$ cat src/rtl/transfer_pkg.sv
// Shared constants, FSM state type and packet-layout helper for the transfer_tx serializer.
package transfer_pkg;

  localparam int unsigned PKT_BYTES    = 12;
  localparam int unsigned SRC_OFS      = 0;
  localparam int unsigned DST_OFS      = 4;
  localparam int unsigned AMT_OFS      = 8;
  localparam int unsigned PREAMBLE_LEN = 2;

  typedef enum logic [2:0] {
    ST_IDLE   = 3'd0,
    ST_PRE    = 3'd1,
    ST_SEND   = 3'd2,
    ST_GAP    = 3'd3,
    ST_DONE   = 3'd4,
    ST_REJECT = 3'd5
  } tx_state_t;

  // Byte 0 of the packet sits in bits [95:88] so the serializer can shift left.
  function automatic logic [95:0] pack_pkt(input logic [31:0] src,
                                           input logic [31:0] dst,
                                           input logic [31:0] amt);
    logic [95:0] p;
    p = 96'd0;
    p[95 - 8*SRC_OFS -: 32] = src;
    p[95 - 8*DST_OFS -: 32] = dst;
    p[95 - 8*AMT_OFS -: 32] = amt;
    return p;
  endfunction

endpackage

$ cat src/rtl/transfer_tx_pacer.sv
// Byte-gap down-counter for transfer_tx: load arms BYTE_GAP-1, expire flags a count of zero.
module transfer_tx_pacer
  import transfer_pkg::*;
#(
  parameter int unsigned BYTE_GAP = 4
) (
  input  logic tick_in,
  input  logic rst,
  input  logic load_i,
  output logic expire_o
);

  logic [7:0] cnt_q;
  logic [7:0] cnt_d;

  // Next count: reload on a toggle, otherwise run down and park at zero.
  always_comb begin
    cnt_d = cnt_q;
    if (load_i) begin
      cnt_d = 8'(BYTE_GAP - 1);
    end else if (cnt_q != 8'd0) begin
      cnt_d = cnt_q - 8'd1;
    end else begin
      cnt_d = cnt_q;
    end
  end

  // Counter register.
  always_ff @(posedge tick_in) begin
    if (rst) begin
      cnt_q <= 8'd0;
    end else begin
      cnt_q <= cnt_d;
    end
  end

  assign expire_o = (cnt_q == 8'd0);

endmodule

$ cat src/rtl/transfer_tx.sv
// Top of the 12-byte transfer packet serializer (toggle-strobed byte link).
// Optional two-byte preamble ahead of the data when TRANSFER_TX_PREAMBLE_EN is defined.
module transfer_tx
  import transfer_pkg::*;
#(
  parameter int unsigned BYTE_GAP = 4
) (
  input  logic        tick_in,
  input  logic        rst,
  input  logic        req_valid,
  output logic        req_ready,
  input  logic [31:0] src_key,
  input  logic [31:0] dst_key,
  input  logic [31:0] amount,
  output logic [7:0]  byte_o,
  output logic        newbyt,
  output logic        busy,
  output logic        done,
  output logic        err
);

  tx_state_t   state_q;
  tx_state_t   state_d;
  logic [95:0] shift_q;
  logic [95:0] pkt_s;
  logic [3:0]  idx_q;
  logic [7:0]  byte_q;
  logic        newbyt_q;
  logic        busy_q;
  logic        done_q;
  logic        err_q;
  logic        req_ready_q;
  logic        hs_s;
  logic        reject_s;
  logic        load_pkt_s;
  logic        more_s;
  logic        emit_pre_s;
  logic        emit_data_s;
  logic        gap_expire_s;
`ifdef TRANSFER_TX_PREAMBLE_EN
  logic [1:0]  pre_cnt_q;
`endif

  assign hs_s       = req_valid & req_ready_q;
  assign reject_s   = hs_s & (src_key == dst_key);
  assign load_pkt_s = hs_s & ~reject_s;
  assign more_s     = (idx_q < 4'(PKT_BYTES));
  // On the handshake cycle the first byte comes straight from the inputs.
  assign pkt_s      = load_pkt_s ? pack_pkt(src_key, dst_key, amount) : shift_q;

  transfer_tx_pacer #(
    .BYTE_GAP (BYTE_GAP)
  ) u_pacer (
    .tick_in  (tick_in),
    .rst      (rst),
    .load_i   (emit_pre_s | emit_data_s),
    .expire_o (gap_expire_s)
  );

  // Next state and per-cycle emit decisions; every toggle happens on entry to PRE or SEND.
  always_comb begin
    state_d     = state_q;
    emit_pre_s  = 1'b0;
    emit_data_s = 1'b0;
    case (state_q)
      ST_IDLE: begin
        if (reject_s) begin
          state_d = ST_REJECT;
        end else if (hs_s) begin
`ifdef TRANSFER_TX_PREAMBLE_EN
          state_d    = ST_PRE;
          emit_pre_s = 1'b1;
`else
          state_d     = ST_SEND;
          emit_data_s = 1'b1;
`endif
        end else begin
          state_d = ST_IDLE;
        end
      end
      ST_PRE: begin
`ifdef TRANSFER_TX_PREAMBLE_EN
        if (!gap_expire_s) begin
          state_d = ST_PRE;
        end else if (pre_cnt_q < 2'(PREAMBLE_LEN)) begin
          state_d    = ST_PRE;
          emit_pre_s = 1'b1;
        end else begin
          state_d     = ST_SEND;
          emit_data_s = 1'b1;
        end
`else
        state_d = ST_IDLE;
`endif
      end
      ST_SEND, ST_GAP: begin
        if (!gap_expire_s) begin
          state_d = ST_GAP;
        end else if (more_s) begin
          state_d     = ST_SEND;
          emit_data_s = 1'b1;
        end else begin
          state_d = ST_DONE;
        end
      end
      ST_DONE:   state_d = ST_IDLE;
      ST_REJECT: state_d = ST_IDLE;
      default:   state_d = ST_IDLE;
    endcase
  end

  // State register and status outputs, all registered from the next state.
  always_ff @(posedge tick_in) begin
    if (rst) begin
      state_q     <= ST_IDLE;
      req_ready_q <= 1'b0;
      busy_q      <= 1'b0;
      done_q      <= 1'b0;
      err_q       <= 1'b0;
    end else begin
      state_q     <= state_d;
      req_ready_q <= (state_d == ST_IDLE);
      busy_q      <= (state_d != ST_IDLE) && (state_d != ST_REJECT);
      done_q      <= (state_d == ST_DONE);
      err_q       <= (state_d == ST_REJECT);
    end
  end

  // Byte datapath: shift register, byte index and the toggle strobe.
  always_ff @(posedge tick_in) begin
    if (rst) begin
      shift_q  <= 96'd0;
      idx_q    <= 4'd0;
      byte_q   <= 8'h00;
      newbyt_q <= 1'b0;
    end else begin
      newbyt_q <= newbyt_q ^ (emit_pre_s | emit_data_s);
      if (emit_data_s) begin
        byte_q  <= pkt_s[95:88];
        shift_q <= {pkt_s[87:0], 8'h00};
      end else if (emit_pre_s) begin
        byte_q  <= 8'h00;
        shift_q <= pkt_s;
      end else begin
        byte_q  <= byte_q;
        shift_q <= shift_q;
      end
      if (load_pkt_s) begin
        idx_q <= {3'd0, emit_data_s};
      end else if (emit_data_s) begin
        idx_q <= idx_q + 4'd1;
      end else begin
        idx_q <= idx_q;
      end
    end
  end

`ifdef TRANSFER_TX_PREAMBLE_EN
  // Counts preamble toggles already sent for the current packet.
  always_ff @(posedge tick_in) begin
    if (rst) begin
      pre_cnt_q <= 2'd0;
    end else if (load_pkt_s) begin
      pre_cnt_q <= {1'b0, emit_pre_s};
    end else if (emit_pre_s) begin
      pre_cnt_q <= pre_cnt_q + 2'd1;
    end else begin
      pre_cnt_q <= pre_cnt_q;
    end
  end
`endif

  assign req_ready = req_ready_q;
  assign byte_o    = byte_q;
  assign newbyt    = newbyt_q;
  assign busy      = busy_q;
  assign done      = done_q;
  assign err       = err_q;

endmodule

$ cat config.mk
export PLATFORM = sky130hd
export DESIGN_NAME = transfer_tx
export DESIGN_NICKNAME = d
export VERILOG_FILES = /design/src/rtl/transfer_pkg.sv /design/src/rtl/transfer_tx_pacer.sv /design/src/rtl/transfer_tx.sv
export SDC_FILE = /design/constraint.sdc
export NUM_CORES = 1
export LEC_CHECK = 0
export BUFFER_PORTS_ARGS = -buffer_cell sky130_fd_sc_hd__buf_2
export CAP_MARGIN = 20
export CORE_UTILIZATION = 45
export CTS_BUF_LIST = sky130_fd_sc_hd__clkbuf_4 sky130_fd_sc_hd__clkbuf_8
export CTS_CLUSTER_DIAMETER = 150
export CTS_CLUSTER_SIZE = 25
export DETAILED_ROUTE_END_ITERATION = 8
export PLACE_DENSITY = 0.69
export SLEW_MARGIN = 20
export SYNTH_ARGS = -nofsm -noshare
export SYNTH_HDL_FRONTEND = slang
export SYNTH_SLANG_ARGS = --single-unit
$ cat constraint.sdc
create_clock -name tick_in -period 2.9 [get_ports tick_in]
set_input_delay 0.58 -clock tick_in [delete_from_list [all_inputs] [get_ports tick_in]]
set_output_delay 0.58 -clock tick_in [all_outputs]
set_load 0.005 [all_outputs]
==> Word level (Yosys, flattened, before mapping) <==
Index checks and enable logic that the tools add are counted.
{ "classes": {"n_addsub": 2, "n_lt_le_gt_ge": 1, "n_eq_ne": 6, "mux": 15, "bitwise": 5, "n_reduce_logical": 11} }
{ "op_table": {"columns": ["op", "count"], "rows": [
  ["$mux 96", 1],
  ["$eq 32x32->1", 1],
  ["$mux 3", 3],
  ["$logic_not 8->1", 1],
  ["$reduce_bool 8->1", 1],
  ["$sub 8x1->8 const B", 1],
  ["$eq 3x2->1 const B", 2],
  ["$eq 3x3->1 const B", 2],
  ["$logic_not 3->1", 2],
  ["$mux 1", 6],
  ["$mux 2", 3],
  ["$pmux 3 s2", 1],
  ["$reduce_or 2->1", 3],
  ["$add 4x1->4 const B", 1],
  ["$lt 4x4->1 const B", 1],
  ["$reduce_bool 2->1", 2],
  ["$and 1x1->1", 3],
  ["$ne 3x3->1 const B", 1],
  ["$reduce_bool 3->1", 1],
  ["$pmux 1 s2", 1],
  ["$logic_and 1x1->1", 1],
  ["$not 1->1", 1],
  ["$xor 1x1->1", 1]
]} }
{ "totals": {"ff_bits": 116, "inputBits": 99, "out_inout_bits": 13} }

==> Longest topological paths before layout <==
{ "depth": {"word_depth": 6, "ltp_mapped": 9, "depth_no_buf": 6} }

==> Modules after synthesis <==
From an unflattened synthesis, not the netlist that was laid out.
{ "unflattened": {"cells_unflattened": 576, "area_unflattened_um2": 5586.6} }
{ "modules_own_cells": {"columns": ["module", "instances", "cells_per_inst", "area_each_um2", "seq_area_each_um2"], "rows": [
  ["transfer_tx", 1, 534, 5213.8, 2162.1],
  ["transfer_tx_pacer", 1, 42, 372.9, 160.2]
]} }

==> Worst setup path after synthesis <==
OpenSTA, ideal clock, no wires.
{ "synth_path": {"kind": "input to register", "start": "input port dst_key[25]", "end": "register shift_q[49]", "setup_ns": 0.087, "arrival_ns": 2.317, "required_time_ns": 2.813, "setup_slack_ns": 0.496, "path_stages": 9, "n_path_buf": 3, "cell_sequence": "xor2_1 nor4_1 nand4_1 o21a_1 buf_2 buf_2 buf_2 mux2i_1 a221oi_2"} }
{ "synth_via": {"elab_chain_len": 5} }
{ "synth_lines": {"columns": ["element", "line", "source"], "rows": [
  ["from (decl)", "transfer_tx.sv:13", "input logic [31:0] dst_key,"],
  ["$eq 32x32->1 (*)", "transfer_tx.sv:45", "assign reject_s = hs_s & (src_key == dst_key);"],
  ["$and 1x1->1 (*)", "transfer_tx.sv:45", null],
  ["$not 1->1", "transfer_tx.sv:46", "assign load_pkt_s = hs_s & ~reject_s;"],
  ["$and 1x1->1", "transfer_tx.sv:46", null],
  ["$mux 96", "transfer_tx.sv:49", "assign pkt_s = load_pkt_s ? pack_pkt(src_key, dst_key, amount) : shift_q;"],
  ["to (signal assigned)", "transfer_tx.sv:140", "shift_q <= {pkt_s[87:0], 8'h00};"],
  ["to (signal assigned)", "transfer_tx.sv:143", "shift_q <= pkt_s;"],
  ["to (signal assigned)", "transfer_tx.sv:146", "shift_q <= shift_q;"],
  ["to (decl)", "transfer_tx.sv:24", "logic [95:0] shift_q;"]
]} }
Mark *: on every way between the ends. The rest lies on a longest branch, timed or not.
A chain may end at the register's enable or synchronous reset.

==> Final worst setup path <==
{ "layout_path": {"start": "register u_pacer.cnt_q[2]", "end": "register shift_q[17]"} }
{ "layout_via": {"elab_chain_len": 3} }
{ "layout_lines": {"columns": ["element", "line", "source"], "rows": [
  ["from (decl)", "transfer_tx_pacer.sv:13", "logic [7:0] cnt_q;"],
  ["from (signal assigned)", "transfer_tx_pacer.sv:33", "cnt_q <= cnt_d;"],
  ["$logic_not 8->1", "transfer_tx_pacer.sv:37", "assign expire_o = (cnt_q == 8'd0);"],
  ["$mux 1", "transfer_tx.sv:97", "if (!gap_expire_s) begin"],
  ["$pmux 1 s2", "transfer_tx.sv:65", "case (state_q)"]
]} }
Every way passes these cells.

==> reports/metrics.cfg <==
[worst_setup_path]
worstPathRequired_ns = 3.23
max_stage_delay_ns = 0.58
worstSetupStartpointType = flip-flop
reg2reg_slack_ns = 0.34
arrival_ns = 2.90
cp_cell_sequence = or4_4 -> nor4b_4 -> and3_4 -> buf_4 -> nor2_1 -> a221oi_2
crit_path_end_kind = flip-flop
critical_path_class = flip-flop to flip-flop
crit_path_max_fanout = 33
cp_slowest_cell = or4_4

[layout]
fillers = 1153
syn2layout_area_growth_pct = 18.8
fin_util_pct = 54.9
drive_above_1_share_pct = 36.3
design_area_um2 = 7270
nets = 773

[route]
wl_mm = 16.1
dr_wl_met3_um = 979
drt_first_pass_iters = 4
drtAntennaViolNets = 0
routed_via_density = 5.74
highest_layer = met4
drtIter0Drc = 458
wl_met2_mm = 7.74
vias = 4938
wl_per_cell_um = 18.7
met1_length_mm = 6.92
drc = 0

[floorplanning]
die_area_um2 = 14100
core_um2 = 13200
num_io_pins = 112
die_y_um = 119
dieWidth_um = 119
initial_utilization_pct = 46.2
fp-row-count = 42

[clocking]
h-tree-depth = 4
cts_tree = done
cts_buffers = 17
ctsHoldBuffers = 0
clockRootBuffer = clkbuf_8
clk_pin_slew_worst_paths_ns = 0.07
clk_latency_ns = 0.44
cts.sinks = 116
post-cts-setup-buffer-count = 0
cts_buffer_depth = 2
cts_resized = 0

[grt]
antenna_found_initial = 1
grt_max_degree = 61
grt_pass1_vias = 5060
grt_first_pass_wirelength_mm = 25.8
overflow = 0
grt_use_total_pct = 23.4

[min_path]
hp-class = input port to flip-flop

[sta]
post-route-period-util_pct = 88.4
setup_viol = 0
slew_viol_final = 0
rsz0062_at_grt = no
slew_headroom_pct = 45.7
final.min_clock_period_ns = 2.56
fmax_mhz = 390
fin_skew_ns = 0.0133
worst_pin_slew_ns = 0.815
tns_ns = 0
final-hold-violation-count = 0

[synthesis]
ys_seq_area_share_pct = 37.9
syn_inst = 578
synth_seq_cells = 116
yosysWarningCount = 0
synth_area_um2 = 6120
avgSynthCellArea_um2 = 10.6
syn_nets = 680
ys_types = 39

[power]
peakVddDrop_v = 0.000301
leakagePower_uw = 0.00258
power_density_nw_per_um2 = 722
p_total_uw = 5250

[placement]
hpwlAfterDp_mm = 11.4
port_buffers = 111
gp_congestion = 0.848
placed_cell_area_um2 = 6820

[flow_run]
maxCapViolations = 0

[outcome]
status = finished clean

[final cells by class]
class                           count  area [um^2]  share of cell area [%]
Tap cell                          176          220                    3.03
Timing Repair Buffer              132          841                    11.6
Clock buffer                       18          248                    3.41
Clock inverter                     14          204                    2.81
Multi-Input combinational cell    401         3420                    47.1
Inverter                            3         11.3                   0.155
Antenna cell                        1         2.50                  0.0344
Sequential cell                   116         2320                    31.9
[cell usage in the layout (no fill, tap or decap), types with 2 or more instances in the layout]
master and instances:
a221oi_2 75, a221oi_1 13, ha_1 3, a21oi_1 14, o211ai_1 8, nor4_1 9, clkinv_4 6, xor2_1 33
clkbuf_8 18, nor4b_1 2, buf_2 110, xnor2_1 6, o21ai_0 5, nor2_1 103, nand3_1 10, mux2i_1 88
nor3_1 5, bufinv_16 4, nand2_1 5, buf_4 12, buf_12 10, inv_1 3, dfxtp_1 116, nand4_1 3
clkinvlp_4 3
[flip-flops by register name, summed over array words and instances (netlist names)]
signal / flops
busy: 1
shift_q: 88
byte_o: 8
state_q: 3
done: 1
idx_q: 4
req_ready: 1
newbyt: 1
u_pacer.cnt_q: 8
err: 1
[worst paths after layout]
path | startpoint | to | cells after the start
worst min register to register | shift_q[10]$_SDFFE_PP0P_ | shift_q[10]$_SDFFE_PP0P_ | 2
worst max-delay path | u_pacer.cnt_q[2]$_SDFFE_PP0P_ | shift_q[17]$_SDFFE_PP0P_ | 6
worst max register to register | u_pacer.cnt_q[2]$_SDFFE_PP0P_ | shift_q[17]$_SDFFE_PP0P_ | 6
worst min-delay path | amount[3] | shift_q[11]$_SDFFE_PP0P_ | 3
[routing by layer]
metal | vias up | global-route usage (%)
met2 | 155 | 37.9
li1 | 2348 | -
met3 | 32 | 5.98
met4 | 0 | 10.3
met5 | - | 0
met1 | 2403 | 29.2
[critical path: cells and delay by family, from the launching register on]
family	cells	cell delay (ns)
and+or+nand+nor	4	1.61
buffers and inverters	1	0.28
AOI/OAI and AO/OA	1	0.24
DFF	1	0.34
[Yosys cell counts]
| master | n | area [um^2] |
|---|---|---|
| inv_1 | 3 | 11.3 |
| dfxtp_1 | 116 | 2320 |
| nor3b_1 | 1 | 7.51 |
| nand3_1 | 10 | 50.1 |
| a211oi_2 | 1 | 12.5 |
| or3_1 | 1 | 6.26 |
| a221oi_1 | 13 | 114 |
| and2_1 | 1 | 6.26 |
| nand2_1 | 6 | 22.5 |
| mux2_2 | 1 | 11.3 |
| or4b_2 | 1 | 10.0 |
| nor2b_1 | 1 | 6.26 |
| buf_12 | 9 | 180 |
| buf_2 | 12 | 60.1 |
| o211ai_1 | 8 | 60.1 |
| ha_1 | 3 | 37.5 |
| nor4b_1 | 2 | 17.5 |
| xnor2_1 | 6 | 52.6 |
| a31oi_1 | 1 | 6.26 |
| nor2_1 | 103 | 387 |
| or4_4 | 1 | 11.3 |
| xor2_1 | 33 | 289 |
| o21a_1 | 2 | 15.0 |
| mux2i_1 | 88 | 881 |
| buf_1 | 11 | 41.3 |
| nand2b_1 | 1 | 6.26 |
| a21boi_0 | 1 | 7.51 |
| a221oi_2 | 75 | 1130 |
| o21ai_0 | 6 | 30.0 |
| clkbuf_1 | 21 | 78.8 |
| a311oi_1 | 1 | 8.76 |
| and3_1 | 1 | 6.26 |
| nor3_1 | 5 | 25.0 |
| buf_4 | 5 | 37.5 |
| a211oi_1 | 1 | 7.51 |
| nor4_1 | 9 | 56.3 |
| a21oi_1 | 14 | 70.1 |
| nand4_1 | 3 | 18.8 |
| nor4b_4 | 1 | 23.8 |
[cell families (layout without fill, tap and decap cells)]
logic type	count (synthesis)	after routing	share of synthesized area, %
AOI/OAI and AO/OA	123	123	23.8
xor gates and xnor gates	39	39	5.58
adders and majority gates	3	3	0.613
buffers and inverters	61	167	6.68
DFF	116	116	37.9
muxes	89	89	14.6
other	0	1	0
and+or+nand+nor	147	147	10.8
[stage by stage]
stage,setup slack [ns],std cells,hold WS (ns)
6_report,0.336,861,0.425
5_1_grt,0.168,860,0.422
4_1_cts,0.301,860,0.408
3_5_place_dp,0.184,828,0.466
3_3_place_gp,0.238,828,0.452
2_1_floorplan,0.496,578,0.443
[power breakdown]
part	total, uW	leakage [uW]	internal, uW	switching, uW
logic	1510	0.00142	677	835
clock network	1680	0.000216	969	711
registers	2050	0.000950	1870	184
No activity file was read; power rests on OpenSTA's default activity.
